[config.mk]
export PLATFORM = sky130hd
export DESIGN_NAME = game_state_rx_flat
export DESIGN_NICKNAME = d
export VERILOG_FILES = /design/src/rtl/game_state_rx_pkg.sv /design/src/rtl/game_state_rx_if.sv /design/src/rtl/game_state_rx_link_watchdog.sv /design/src/rtl/game_state_rx.sv /design/src/flat_wrapper.sv
export SDC_FILE = /design/constraint.sdc
export NUM_CORES = 1
export LEC_CHECK = 0
export BUFFER_PORTS_ARGS = -buffer_cell sky130_fd_sc_hd__buf_2
export CORE_UTILIZATION = 38
export DETAILED_ROUTE_END_ITERATION = 7
export GPL_TIMING_DRIVEN = 0
export PLACE_DENSITY = 0.62
export SLEW_MARGIN = 20
export SYNTH_ARGS = -nofsm -noshare
export SYNTH_HDL_FRONTEND = slang
export SYNTH_HIERARCHICAL = 1
export SYNTH_SLANG_ARGS = --single-unit
[constraint.sdc]
create_clock -name clk -period 7.83 [get_ports clk]
set_input_delay 0 -clock clk [delete_from_list [all_inputs] [get_ports clk]]
set_output_delay 0 -clock clk [all_outputs]
set_load 0.005 [all_outputs]
[src/rtl/game_state_rx_pkg.sv]
// Shared constants and types for the pong game-state link (host serializer and client receiver).
package game_state_rx_pkg;

  localparam logic [7:0]  SYNC_BYTE        = 8'hA5;
  localparam int          PKT_LEN          = 9;
  localparam int          X_W              = 11;
  localparam int          Y_W              = 10;
  localparam int          SCORE_W          = 4;
  localparam int unsigned BYTE_TIMEOUT_CYC = 100_000;
  localparam int unsigned LINK_TIMEOUT_CYC = 6_500_000;

  // One state per packet byte; the CHK state is the last byte of the packet.
  typedef enum logic [$clog2(PKT_LEN+1)-1:0] {
    HUNT, X_HI, X_LO, Y_HI, Y_LO, P_HI, P_LO, SCORE, CHK
  } rx_state_t;

endpackage

[src/rtl/game_state_rx_if.sv]
// Byte stream from the UART receiver into the game-state parser.
interface game_state_rx_if;
  logic [7:0] rx_data;
  logic       rx_valid;

  modport master (output rx_data, rx_valid);
  modport slave  (input  rx_data, rx_valid);
endinterface

[src/rtl/game_state_rx_link_watchdog.sv]
// Generic silence counter: counts enabled cycles since the last clear, flags LIMIT reached.
module link_watchdog #(
  parameter int unsigned LIMIT = 100
) (
  input  logic clk,
  input  logic rst,
  input  logic clr,
  input  logic en,
  output logic timeout
);

  localparam int W = $clog2(LIMIT + 1);

  logic [W-1:0] count;

  assign timeout = (count == W'(LIMIT));

  // NOTE: sequential state uses non-blocking assignments so every register samples pre-edge values.
  always_ff @(posedge clk or posedge rst) begin
    if (rst)
      count <= '0;
    else if (clr)
      count <= '0;
    else if (en && !timeout)
      count <= count + W'(1);
  end

endmodule

[src/rtl/game_state_rx.sv]
// Client-side game-state receiver: parses 9-byte packets, verifies them, updates outputs atomically.
module game_state_rx
  import game_state_rx_pkg::*;
#(
  parameter int unsigned BYTE_TIMEOUT = BYTE_TIMEOUT_CYC,
  parameter int unsigned LINK_TIMEOUT = LINK_TIMEOUT_CYC
) (
  input  logic                 clk,
  input  logic                 rst,
  game_state_rx_if.slave       rx,
  output logic [X_W-1:0]       x_ball,
  output logic [Y_W-1:0]       y_ball,
  output logic [Y_W-1:0]       y_player_1,
  output logic [SCORE_W-1:0]   player1_score,
  output logic [SCORE_W-1:0]   player2_score,
  output logic                 frame_valid,
  output logic                 frame_err,
  output logic [7:0]           err_count,
  output logic                 link_up
);

  rx_state_t state, state_nxt;

  logic good_pkt, bad_pkt, byte_abort, rsv_bad;
  logic byte_to, link_to, gap_clr;

  logic [7:0]           chk_acc;
  logic                 rsv_err;
  logic [X_W-1:0]       x_sh;
  logic [Y_W-1:0]       y_sh, p_sh;
  logic [2*SCORE_W-1:0] score_sh;

  assign gap_clr = rx.rx_valid || (state == HUNT);

  link_watchdog #(.LIMIT(BYTE_TIMEOUT)) u_byte_wd (
    .clk(clk), .rst(rst), .clr(gap_clr), .en(1'b1), .timeout(byte_to)
  );

  link_watchdog #(.LIMIT(LINK_TIMEOUT)) u_link_wd (
    .clk(clk), .rst(rst), .clr(good_pkt), .en(1'b1), .timeout(link_to)
  );

  always_ff @(posedge clk or posedge rst) begin
    if (rst) state <= HUNT;
    else     state <= state_nxt;
  end

  // NOTE: every always_comb output gets a default first, so no path can infer a latch.
  always_comb begin
    state_nxt  = state;
    good_pkt   = 1'b0;
    bad_pkt    = 1'b0;
    byte_abort = 1'b0;
    rsv_bad    = 1'b0;
    case (state)
      HUNT: if (rx.rx_valid && rx.rx_data == SYNC_BYTE) state_nxt = X_HI;
      CHK: if (rx.rx_valid) begin
        state_nxt = HUNT;
        if ((chk_acc ^ rx.rx_data) == 8'h00 && !rsv_err) good_pkt = 1'b1;
        else                                             bad_pkt  = 1'b1;
      end
      default: if (rx.rx_valid) state_nxt = rx_state_t'(state + 1'b1);
    endcase
    case (state)
      X_HI:       rsv_bad = |rx.rx_data[7:X_W-8];
      Y_HI, P_HI: rsv_bad = |rx.rx_data[7:Y_W-8];
      default:    rsv_bad = 1'b0;
    endcase
    // A byte arriving on the timeout cycle wins over the abort.
    if (state != HUNT && !rx.rx_valid && byte_to) begin
      state_nxt  = HUNT;
      byte_abort = 1'b1;
    end
  end

  // NOTE: shadow registers are never visible before a complete checked packet rewrites them, so they carry no reset.
  always_ff @(posedge clk) begin
    if (rx.rx_valid) begin
      case (state)
        X_HI:    x_sh[X_W-1:8] <= rx.rx_data[X_W-9:0];
        X_LO:    x_sh[7:0]     <= rx.rx_data;
        Y_HI:    y_sh[Y_W-1:8] <= rx.rx_data[Y_W-9:0];
        Y_LO:    y_sh[7:0]     <= rx.rx_data;
        P_HI:    p_sh[Y_W-1:8] <= rx.rx_data[Y_W-9:0];
        P_LO:    p_sh[7:0]     <= rx.rx_data;
        SCORE:   score_sh      <= rx.rx_data;
        default: ;
      endcase
    end
  end

  always_ff @(posedge clk or posedge rst) begin
    if (rst) begin
      chk_acc <= 8'h00;
      rsv_err <= 1'b0;
    end else if (rx.rx_valid) begin
      if (state == HUNT) begin
        chk_acc <= 8'h00;
        rsv_err <= 1'b0;
      end else if (state != CHK) begin
        chk_acc <= chk_acc ^ rx.rx_data;
        rsv_err <= rsv_err | rsv_bad;
      end
    end
  end

  always_ff @(posedge clk or posedge rst) begin
    if (rst) begin
      x_ball        <= '0;
      y_ball        <= '0;
      y_player_1    <= '0;
      player1_score <= '0;
      player2_score <= '0;
      frame_valid   <= 1'b0;
      frame_err     <= 1'b0;
      err_count     <= 8'h00;
      link_up       <= 1'b0;
    end else begin
      frame_valid <= good_pkt;
      frame_err   <= bad_pkt || byte_abort;
      if (good_pkt) begin
        x_ball                           <= x_sh;
        y_ball                           <= y_sh;
        y_player_1                       <= p_sh;
        {player1_score, player2_score}   <= score_sh;
      end
      if ((bad_pkt || byte_abort) && err_count != 8'hFF)
        err_count <= err_count + 8'd1;
      if (good_pkt)     link_up <= 1'b1;
      else if (link_to) link_up <= 1'b0;
    end
  end

endmodule

[src/flat_wrapper.sv]
// flat-port wrapper written by rule: the top's interface ports become plain ports
module game_state_rx_flat import game_state_rx_pkg::*;
#(
  parameter int unsigned BYTE_TIMEOUT = BYTE_TIMEOUT_CYC,
  parameter int unsigned LINK_TIMEOUT = LINK_TIMEOUT_CYC
)
  (clk, rst, x_ball, y_ball, y_player_1, player1_score, player2_score, frame_valid, frame_err, err_count, link_up, rx_rx_data, rx_rx_valid);
  game_state_rx_if rx_i ();
  input  logic clk;
  input  logic rst;
  output logic [X_W-1:0] x_ball;
  output logic [Y_W-1:0] y_ball;
  output logic [Y_W-1:0] y_player_1;
  output logic [SCORE_W-1:0] player1_score;
  output logic [SCORE_W-1:0] player2_score;
  output logic frame_valid;
  output logic frame_err;
  output logic [7:0] err_count;
  output logic link_up;
  input wire logic [$bits(rx_i.rx_data)-1:0] rx_rx_data;
  input wire logic [$bits(rx_i.rx_valid)-1:0] rx_rx_valid;
  assign rx_i.rx_data = rx_rx_data;
  assign rx_i.rx_valid = rx_rx_valid;
  game_state_rx #(.BYTE_TIMEOUT(BYTE_TIMEOUT), .LINK_TIMEOUT(LINK_TIMEOUT)) u_core (.clk(clk), .rst(rst), .rx(rx_i), .x_ball(x_ball), .y_ball(y_ball), .y_player_1(y_player_1), .player1_score(player1_score), .player2_score(player2_score), .frame_valid(frame_valid), .frame_err(frame_err), .err_count(err_count), .link_up(link_up));
endmodule
# [Word level (Yosys, flattened, before mapping)]
# Cells that the tools add are included.
[totals] regBits=142 latch_bits=0 ramBits=0 mem_bits_ro=0 out_inout_bits=50 word_cells=94 memories=0
[op_classes] addsub=4 mul=0 div_mod_pow=0 n_lt_le_gt_ge=0 eq_ne=17 shifts=0 n_mux=23 bitwise_logic=2 reduce_logical=27
[ops] cell="$mux 23" count=2
[ops] cell="$mux 17" count=2
[ops] cell="$add 23x1->23 const B" count=1
[ops] cell="$eq 23x23->1 const B" count=1
[ops] cell="$add 17x1->17 const B" count=1
[ops] cell="$eq 17x17->1 const B" count=1
[ops] cell="$eq 4x3->1 const B" count=4
[ops] cell="$mux 4" count=4
[ops] cell="$mux 8" count=2
[ops] cell="$reduce_and 2->1" count=8
[ops] cell="$mux 1" count=11
[ops] cell="$add 8x1->8 const B" count=1
[ops] cell="$eq 4x2->1 const B" count=2
[ops] cell="$eq 8x8->1 const B" count=1
[ops] cell="$logic_not 8->1" count=1
[ops] cell="$ne 8x8->1 const B" count=1
[ops] cell="$pmux 4 s2" count=1
[ops] cell="$xor 8x8->8" count=1
[ops] cell="$reduce_or 6->1" count=1
[ops] cell="$logic_and 1x1->1" count=5
[ops] cell="$reduce_or 5->1" count=1
[ops] cell="$add 4x1->4 const B" count=1
[ops] cell="$eq 4x1->1 const B" count=1
[ops] cell="$eq 4x4->1 const B" count=1
[ops] cell="other kinds (15)" count=18

# [Logic depth before layout (Yosys ltp)]
[logic_depth] depth_word=8 mapped_depth=11 depth_no_buf=9

# [Hierarchy]
# Netlist, hierarchy kept.
[by_module_without_submodules] module="game_state_rx" instances=1 cells_per_inst=282 area_each_um2=4124.0
[by_module_without_submodules] module="link_watchdog at u_core.u_link_wd" instances=1 cells_per_inst=145 area_each_um2=1333.8
[by_module_without_submodules] module="link_watchdog at u_core.u_byte_wd" instances=1 cells_per_inst=95 area_each_um2=938.4

# [Least setup slack after synthesis]
# No wires, ideal clock.
[synth_timing] path_kind="register to register" startpoint="register u_core.u_byte_wd.count[0]" endpoint="register u_core.err_count[7]" setup_ns=0.125 arrival_ns=2.613 t_required_ns=7.705 slack_ns=5.092 path_stages_with_launch=10 period_less_slack_ns=2.738 path_cell_list="dfrtp_1 -> inv_1 -> ha_1 -> or4bb_1 -> nor4_1 -> nand2b_1 -> or2_2 -> clkbuf_2 -> a211oi_2 -> mux2_4"
[synth_via] elab_chain_len=5
[synth_lines] item="start, declared" line_no="game_state_rx_link_watchdog.sv:14" source="logic [W-1:0] count;"
[synth_lines] item="start signal, assigned" line_no="game_state_rx_link_watchdog.sv:25" source="count <= count + W'(1);"
[synth_lines] item="$eq 17x17->1" line_no="game_state_rx_link_watchdog.sv:16" source="assign timeout = (count == W'(LIMIT));"
[synth_lines] item="via u_core.byte_to" line_no="game_state_rx.sv:25" source="logic byte_to, link_to, gap_clr;"
[synth_lines] item="$logic_and 1x1->1" line_no="game_state_rx.sv:70" source="if (state != HUNT && !rx.rx_valid && byte_to) begin"
[synth_lines] item="$mux 1" line_no="game_state_rx.sv:70"
[synth_lines] item="$logic_or 1x1->1" line_no="game_state_rx.sv:127" source="if ((bad_pkt || byte_abort) && err_count != 8'hFF)"
[synth_lines] item="$logic_and 1x1->1" line_no="game_state_rx.sv:127"
[synth_lines] item="end signal, assigned" line_no="game_state_rx.sv:128" source="err_count <= err_count + 8'd1;"
[synth_lines] item="end, declared" line_no="game_state_rx.sv:18" source="output logic [7:0] err_count,"
# The timed path passes the listed nets, and every way through them passes these cells.
# A chain may end at the register's enable or synchronous reset.

# [Worst setup path in the final report]
[layout_timing] startpoint="register u_core.state[0]" endpoint="register u_core.u_link_wd.count[4]"
[layout_via] elab_chain_len=3 word_cells_on_any_way=4
[layout_lines] item="start, declared" line_no="game_state_rx.sv:22" source="rx_state_t state, state_nxt;"
[layout_lines] item="start signal, assigned" line_no="game_state_rx.sv:45" source="else state <= state_nxt;"
[layout_lines] item="$eq 4x4->1 (*)" line_no="game_state_rx.sv:55" source="case (state)"
[layout_lines] item="$mux 1 (*)" line_no="game_state_rx.sv:55"
[layout_lines] item="via u_core.good_pkt" line_no="game_state_rx.sv:24" source="logic good_pkt, bad_pkt, byte_abort, rsv_bad;"
[layout_lines] item="$ne 2x1->1 (no line) or $mux 23 (tied branches)"
[layout_lines] item="end signal, assigned" line_no="game_state_rx_link_watchdog.sv:25"
[layout_lines] item="end, declared" line_no="game_state_rx_link_watchdog.sv:14"
# The timed path passes the listed nets; every way through them passes the cells marked *.

==> results.py <==
metrics = {
    "status": {
        "status": "finished clean",
    },
    "pwr": {
        "p_leak_nw": 3.452,
        "pwr_density_cell_nw_per_um2": 256.2,
        "seq_power_share": 0.461,
        "swShare": 0.2970,
        "p_int_mw": 1.386,
        "power_mw": 1.972,
        "ir_drop_uv": 140.2,
        "p_sw_uw": 585.6,
        "p_clk_frac": 0.390,
        "share_comb_of_total_power": 0.149,
    },
    "cts": {
        "cts_tree": "yes",
        "clk_latency_ps": 420,
        "post_cts_resized": 0,
        "holdBufCountCts": 10,
        "postCtsSetupBuffers": 0,
        "cts-root-buf": "clkbuf_16",
        "numCtsBuffers": 17,
        "clock_sinks": 142,
        "clk_pin_slew_ps": 70,
        "htreeDepth": 4,
        "cts_buffer_depth": 2,
    },
    "setup_path": {
        "crit_required_ps": 8120,
        "r2r_start": "u_core/state[0]$_DFFE_PP0P_",
        "crit_type": "flop to flop",
        "crit_arrival_ps": 3510,
        "rr_worst_depth": 11,
        "rrSetupSlack_ps": 4610,
        "critPathLaunchType": "flop",
        "r2r-end": "u_core/u_link_wd/count[4]$_DFFE_PP0P_",
        "crit_path_end_kind": "flop",
        "startpoint": "u_core/state[0]$_DFFE_PP0P_",
        "path_max_fanout": 10,
        "crit_path_end": "u_core/u_link_wd/count[4]$_DFFE_PP0P_",
    },
    "route": {
        "wl_per_cell_um": 15.84,
        "num_vias": 4369,
        "drtIter0Drc": 296,
        "via_per_inst": 5.134,
        "drc_errors": 0,
        "first_pass_iters": 4,
        "wl_mm": 13.48,
        "drtAntennaViolNets": 0,
    },
    "sta": {
        "min_period_ps": 3225,
        "finalMaxSlewViolations": 0,
        "finalCritPeriodShare": 0.4119,
        "rsz0062_at_grt": "no",
        "fin_ws_ps": 4605,
        "holdWs_ps": 51.38,
        "finalSetupViolCount": 0,
        "slew_headroom": 0.4043,
        "max_slew.worst_pin.slew_ps": 892.6,
        "clock_skew_ps": 9.481,
        "hold_violations": 0,
        "fmax_ghz": 0.3101,
        "final.setup.tns_ps": 0,
    },
    "yosys": {
        "post_synth_instance_area_sq_um": 6396,
        "syn-mean-instance-area_sq_um": 12.25,
        "async_flop_share": 0.7254,
        "synth_edf_count": 39,
        "synth.area.top_cells": "dfrtp_1, edfxtp_1, mux2_2, nor2_1, o21ai_0",
        "synth.yosys.warnings": 6,
        "synth_top_area_frac": 0.4030,
        "synth.distinct_cells": 62,
        "synth-seq-cells": 142,
        "yosys.area.top_type": "dfrtp_1",
        "syn_inst": 522,
        "synth_ff_type": "dfrtp_1",
        "yosysSeqAreaShare": 0.5861,
    },
    "floorplan": {
        "rows": 47,
        "die-width_um": 131.7,
        "io_pins": 61,
        "die-area_sq_um": 17350,
        "core_area_sq_um": 16520,
        "die_y_um": 131.7,
        "initial_core_util": 0.3871,
    },
    "global_routing": {
        "grt_overflow": 0,
        "grtUsageTotal": 0.1666,
        "grt_pass1_wl_mm": 22.76,
        "antenna_found_initial": 0,
        "grt_pass1_vias": 4548,
        "grt_start_max_net_pins": 55,
    },
    "finish": {
        "nFillCells": 1481,
        "layout_commonest_cell": "dfrtp_1",
        "n_antenna_cell": 0,
        "mostFrequentLayoutCells": "dfrtp_1, buf_2, nor2_1",
        "drive_gt1_frac": 0.2599,
        "final_nets": 638,
        "syn_to_final_growth_pct": 20.34,
    },
    "place": {
        "gp_congestion": 0.8386,
        "post-dp-hpwl_mm": 8.948,
        "place_ws_ps": 4667,
        "port_buffers": 60,
    },
    "flow_run": {
        "drv_cap": 0,
    },
    "worst_hold_path": {
        "hold_path.class": "input pin to async pin",
    },
}
==> metal layers <==
layer / share of wire / track usage / wire [um] / vias to the layer above
li1: - / - / - / 2071
met3: 0.043 / 0.04229 / 573 / 26
met4: 0.023 / 0.07687 / 304 / 0
met1: 0.45 / 0.2135 / 6072 / 2155
met2: 0.48 / 0.2657 / 6530 / 117
met5: 0 / 0 / 0 / -
==> flip-flops by register name (all words and copies together), names as in the netlist <==
signal                  count
u_core/chk_acc              8
u_core/err_count            8
u_core/frame_err            1
u_core/frame_valid          1
u_core/link_up              1
u_core/p_sh                10
u_core/player1_score        4
u_core/player2_score        4
u_core/rsv_err              1
u_core/score_sh             8
u_core/state                4
u_core/u_byte_wd/count     17
u_core/u_link_wd/count     23
u_core/x_ball              11
u_core/x_sh                11
u_core/y_ball              10
u_core/y_player_1          10
u_core/y_sh                10
==> power groups by stage <==
stage	sequential (mW)	combinational, mW	clock [mW]
floorplan	0.904	0.210	0
global placement	0.915	0.277	0
detailed placement	0.921	0.288	0
CTS	0.908	0.295	0.785
global route	0.919	0.333	0.817
finish	0.909	0.293	0.769
==> layout make-up <==
cell class / instances / area (sq um) / area share
inverters: 16 / 62.56 / 0.008127
flip-flops and latches: 142 / 3749 / 0.4870
clock buffers: 17 / 425.4 / 0.05527
clock inverters: 15 / 147.6 / 0.01918
well taps: 220 / 275.3 / 0.03576
multi-input cells: 349 / 2467 / 0.3205
repair buffers: 71 / 427.9 / 0.05559
plain buffers: 21 / 142.6 / 0.01853
==> critical path, cell delays in order, from the launching register on <==
cell and delay, ps:
dfrtp_1 470, inv_1 120, ha_1 190, nor2b_1 260, and3_1 280, nand2_2 170, buf_6 200, inv_1 70
clkbuf_1 340, buf_1 430, clkbuf_1 430, nor2_1 130
==> stage by stage <==
stage	instance area, sq um	util	cells
finish	7697	0.4658	851
global route	7697	0.4658	851
CTS	7697	0.4658	851
detailed placement	7024	0.4251	809
global placement	6994	0.4233	808
floorplan	6419	-	528
==> cell usage after synthesis, types with 7 or more instances <==
cell and n:
inv_1 16, a21oi_1 15, mux2_4 8, nand2b_1 14, nand4_1 21, or3_1 10, edfxtp_1 39, buf_6 7
and3_1 13, xnor2_1 17, o21ai_0 31, nor2_1 46, dfrtp_1 103, nand2_1 25, xor2_1 16, clkbuf_1 9
nand3_1 8, nor4_1 12, ha_1 9, mux2_2 36
==> how the worst min path moves through the flow <==
stage / to / cells after the start / slack, ps / startpoint
after floorplan: u_core/u_byte_wd/count[0]$_DFFE_PP0P_ / 1 / -70 / rst
after global placement: u_core/u_byte_wd/count[3]$_DFFE_PP0P_ / 2 / 150 / rst
after detailed placement: u_core/err_count[4]$_DFFE_PP0P_ / 2 / -60 / rst
after CTS: u_core/err_count[7]$_DFFE_PP0P_ / 3 / 50 / rst
after global routing: u_core/frame_err$_DFF_PP0_ / 3 / 50 / rst
final: u_core/err_count[7]$_DFFE_PP0P_ / 3 / 50 / rst
==> kinds of logic (layout without fill, tap and decap cells) <==
kind of cell | after synthesis | in the layout | share of synthesized area
compound gates | 65 | 65 | 0.06573
xor+xnor | 33 | 33 | 0.04519
fa+ha+maj | 9 | 9 | 0.01761
buf+inv | 37 | 140 | 0.03169
flops | 142 | 142 | 0.5861
mux | 47 | 47 | 0.08705
other cells | 1 | 7 | 0.0005863
simple gates | 188 | 188 | 0.1661
(Power assumes the default switching activity.)
